`config.mk`:
```
export PLATFORM = sky130hd
export DESIGN_NAME = serial_subtractor
export DESIGN_NICKNAME = d
export VERILOG_FILES = /design/src/rtl/serial_subtractor.sv
export SDC_FILE = /design/constraint.sdc
export NUM_CORES = 1
export LEC_CHECK = 0
export CAP_MARGIN = 20
export CORE_MARGIN = 2
export CORE_UTILIZATION = 28
export DETAILED_ROUTE_END_ITERATION = 8
export GPL_TIMING_DRIVEN = 0
export PLACE_DENSITY = 0.58
export SYNTH_ARGS = -nofsm -noshare
export SYNTH_HDL_FRONTEND = slang
export SYNTH_SLANG_ARGS = --single-unit
```
`constraint.sdc`:
```
create_clock -name clk -period 1.3 [get_ports clk]
set_clock_uncertainty 0.1 [all_clocks]
set_input_delay 0.26 -clock clk [delete_from_list [all_inputs] [get_ports clk]]
set_output_delay 0.26 -clock clk [all_outputs]
set_load 0.05 [all_outputs]
```
`src/rtl/serial_subtractor.sv`:
```
// Bit-serial subtractor: diff = a - b - bin, one bit per clock, LSB first.
// Optional macro SERIAL_SUB_SAT_EN clamps diff to zero on underflow (saturating subtract).
module serial_subtractor #(
   parameter int WIDTH = 8,
   parameter int CNT_W = $clog2(WIDTH + 1)
) (
   input  logic             clk,
   input  logic             rst_n,
   input  logic             in_valid,
   output logic             in_ready,
   input  logic [WIDTH-1:0] a,
   input  logic [WIDTH-1:0] b,
   input  logic             bin,
   output logic             out_valid,
   input  logic             out_ready,
   output logic [WIDTH-1:0] diff,
   output logic             borrow,
   output logic             busy
);

   typedef enum logic [1:0] {
      IDLE  = 2'd0,
      SHIFT = 2'd1,
      DONE  = 2'd2
   } state_t;

   localparam logic [CNT_W-1:0] LAST_BIT = CNT_W'(WIDTH - 1);

   state_t           state;
   logic [WIDTH-1:0] a_sh;
   logic [WIDTH-1:0] b_sh;
   logic             br;
   logic [CNT_W-1:0] cnt;

   // Full-subtractor bit cell built from two half-subtractor stages
   logic             d;
   logic             br_next;
   logic [WIDTH-1:0] diff_shifted;

   assign d            = a_sh[0] ^ b_sh[0] ^ br;
   assign br_next      = (~a_sh[0] & b_sh[0]) | (~(a_sh[0] ^ b_sh[0]) & br);
   assign diff_shifted = {d, diff[WIDTH-1:1]};

   assign in_ready  = (state == IDLE);
   assign busy      = (state == SHIFT);
   assign out_valid = (state == DONE);

   always_ff @(posedge clk) begin
      if (!rst_n) begin
         state  <= IDLE;
         a_sh   <= '0;
         b_sh   <= '0;
         br     <= 1'b0;
         cnt    <= '0;
         diff   <= '0;
         borrow <= 1'b0;
      end else begin
         case (state)
            IDLE: begin
               if (in_valid) begin
                  a_sh  <= a;
                  b_sh  <= b;
                  br    <= bin;
                  cnt   <= '0;
                  diff  <= '0;
                  state <= SHIFT;
               end
            end
            SHIFT: begin
               a_sh <= a_sh >> 1;
               b_sh <= b_sh >> 1;
               br   <= br_next;
               cnt  <= cnt + CNT_W'(1);
               diff <= diff_shifted;
               if (cnt == LAST_BIT) begin
                  state  <= DONE;
                  borrow <= br_next;
`ifdef SERIAL_SUB_SAT_EN
                  // Clamp registered together with the final bit so diff is stable in DONE
                  if (br_next) begin
                     diff <= '0;
                  end
`endif
               end
            end
            DONE: begin
               if (out_ready) begin
                  state <= IDLE;
               end
            end
            default: begin
               state <= IDLE;
            end
         endcase
      end
   end

endmodule

```
==> run summary <==
Status -> finished, violations left
Failing checks -> setup timing
RSZ-0062 raised after global routing -> true
Worst slew pin tran -> 0.7401 ns
Synth Register Bits -> 32
Clock Sinks -> 32
Top cell type by total area after synthesis -> dfxtp_1
Leak -> 0.8931 nW
Vias in the first global route -> 1,404
Most common cell type on the critical path -> buf_8
Seq/Total Area, Yosys -> 43.76%
First-pass GRT wire length -> 6748 um
Number of enable flip-flop cells after synthesis -> 0
Syn Inst Count -> 162
F_max -> 653.2 MHz
Cell Area, Synth -> 1464 um^2
Share of layout cells above drive strength 1 -> 47.69%
Vias per cell -> 5.080
Synth top area share -> 43.76%
Post-CTS Hold Fix Bufs -> 0
Largest cells by area after synthesis -> dfxtp_1, o221ai_1, a21oi_1
Fin area -> 2410 um^2
Pwr Total -> 0.002388 W
Max incr delay on CP -> 0.32 ns
Post-route DRC -> 0
Count leader, synth -> dfxtp_1
Worst hold margin -> 0.2104 ns
Final Core Density -> 47.49%
Most frequent cells after synthesis -> dfxtp_1, a21oi_1, o221ai_1
Vias post-DR -> 1,453
Gr usage total -> 14.40%
Height of the chip -> 76.31 um
Drt wl/cell -> 14.70 um
GPL Wtd Cong -> 0.7440
Critical path peak fanout -> 5
PortBufs -> 31
Initial Util -> 28.85%
Worst slew margin -> 50.66%
Critical Path Start Type -> flop
Number of CTS-inserted buffers -> 5
Synth cell types -> 34
Pin count of the biggest net entering global routing -> 11
Asr flop ratio synth -> 0%
Critical Path End Type -> output pin
DIE AREA -> 5822 um^2
Post-DRT Antenna Nets -> 0
Hold Violations, Final -> 0
CP arrival -> 1.17 ns
DR iter-0 viols -> 58
Filler cells -> 503
Initial antenna violation count -> 0
Max Cap Viol -> 0
Clock Latency Late Sink -> 0.29 ns
Synthesis Warnings -> 0
Pwr/cell area -> 991.2 nW/um^2
HPWL Detailed -> 2532 um
Final period util -> 117.8%
Crit path max-delay cell type -> dfxtp_2
Post-Syn Nets -> 185
CTS tree -> built
ANT cells -> 0
Clock slew at reported path FFs -> 0.07 ns
Post-Route WL -> 4204 um
Crit path required time -> 0.94 ns
Final setup viols -> 27
Area growth syn-to-layout -> 64.62%
H-tree depth -> 2
Worst vdd ir -> 0.4499 mV
Clock root cell -> clkbuf_8
Syn Area/Cell -> 9.036 um^2
Cell area after placement -> 1899 um^2
Predominant post-synthesis flop cell -> dfxtp_1
Die Wd -> 76.31 um
CP Cell Sequence -> buf_6 > nand2b_4 > inv_6 > buf_8 > buf_8
Worst setup margin -> -0.2310 ns
Ports -> 33
Nets -> 238
Pre-antenna DRT Iters -> 5
Tmin final -> 1.531 ns
Max clock buf depth -> 2
GRT overflow -> 0
Core area -> 5075 um^2
# rows -> 26
Crit path kind -> flop to output pin
Fin. max-slew vios -> 0
Hold Path Class -> input pin to flop
==> final timing paths <==
check	from	end	slack, ns	cells past startpoint
setup / recovery	state[1]	busy	-0.23	5
hold / removal	rst_n	b_sh[0]	0.21	3
setup reg to reg	state[1]	cnt[3]	-0.22	6
hold reg to reg	diff[0]	diff[0]	0.40	2
==> final cells by class <==
cell class | count | area (um^2) | share of cell area (%)
plain buffers | 13 | 120.1 | 4.984
flip-flops and latches | 32 | 644.4 | 26.74
multi-input cells | 105 | 934.6 | 38.79
repair buffers | 48 | 475.5 | 19.73
inverters | 10 | 55.05 | 2.285
clock inverters | 2 | 10.01 | 0.4154
well taps | 70 | 87.58 | 3.634
clock buffers | 6 | 82.58 | 3.427
==> worst max-delay path, delay by kind of cell, from the launching register on <==
| kind | cells | cell delay (ns) |
|---|---|---|
| flip-flops | 1 | 0.32 |
| AND/OR/NAND/NOR | 1 | 0.16 |
| buffers and inverters | 4 | 0.40 |
==> state kept, by name, summed over array words and instances, names as in the netlist <==
signal / flops
a_sh: 8
diff: 8
cnt: 4
br: 1
state: 2
b_sh: 8
borrow: 1
==> logic make-up after synthesis <==
group | count (synthesis) | synth area share [%]
AOI/OAI and AO/OA | 66 | 29.92
adders and majority gates | 2 | 2.222
muxes | 1 | 0.6838
DFF | 32 | 43.76
and+or+nand+nor | 36 | 15.22
buffers and inverters | 25 | 8.205
==> where the power goes <==
| group | leakage (nW) | switching [W] | internal [W] | total [W] |
|---|---|---|---|---|
| clock | 0.0510 | 0.000382 | 0.000422 | 0.000804 |
| sequential | 0.264 | 0.0000661 | 0.00104 | 0.00110 |
| combinational | 0.578 | 0.000224 | 0.000258 | 0.000482 |
| total | 0.893 | 0.000672 | 0.00172 | 0.00239 |
==> metrics by stage <==
step	setup TNS (ns)	instances	setup slack, ns
2_1_floorplan	-0.1353	162	-0.03785
3_3_place_gp	-17.82	263	-0.7798
3_5_place_dp	-18.31	263	-0.7798
4_1_cts	-3.498	283	-0.2560
5_1_grt	-4.702	286	-0.2682
6_report	-3.091	286	-0.2310
==> cells in the final DEF, fill, tap and decap left out, types with 2 or more instances in the layout <==
| cell type | synthesis | final |
|---|---|---|
| a21oi_2 | 0 | 3 |
| o21ai_2 | 0 | 5 |
| clkinv_2 | 0 | 2 |
| clkdlybuf4s50_1 | 0 | 18 |
| nand2_1 | 2 | 2 |
| dfxtp_1 | 32 | 29 |
| or3b_1 | 2 | 2 |
| nand3_1 | 2 | 2 |
| a22oi_2 | 0 | 8 |
| nor2_1 | 13 | 11 |
| o221ai_2 | 0 | 13 |
| o22ai_1 | 6 | 6 |
| buf_12 | 0 | 2 |
| clkbuf_4 | 0 | 3 |
| clkbuf_2 | 0 | 2 |
| dfxtp_2 | 0 | 3 |
| inv_1 | 9 | 8 |
| buf_6 | 2 | 12 |
| buf_4 | 1 | 15 |
| clkbuf_1 | 6 | 2 |
| clkbuf_8 | 0 | 7 |
| buf_2 | 6 | 2 |
| nand2b_4 | 1 | 2 |
| a32o_1 | 2 | 2 |
| buf_8 | 0 | 2 |
| or3b_4 | 0 | 9 |
| o21ai_1 | 0 | 7 |
| a21oi_1 | 16 | 13 |
==> timing repair <==
action / CTS / global route
endpoints found under the setup margin: 41 / 36
pin swaps: 23 / 22
resized for setup: 130 / 33
gates cloned: 2 / 1
buffers inserted: 11 / 5
==> metal layers <==
| metal | up-vias | part of all wire [%] | GRT usage, % |
|---|---|---|---|
| met5 | - | 0 | 0 |
| met4 | 0 | 1.4 | 6.545 |
| met3 | 5 | 3.9 | 3.436 |
| met2 | 40 | 50 | 23.81 |
| met1 | 701 | 45 | 17.72 |
| li1 | 707 | - | - |
Power figures use the tool's default switching activity.
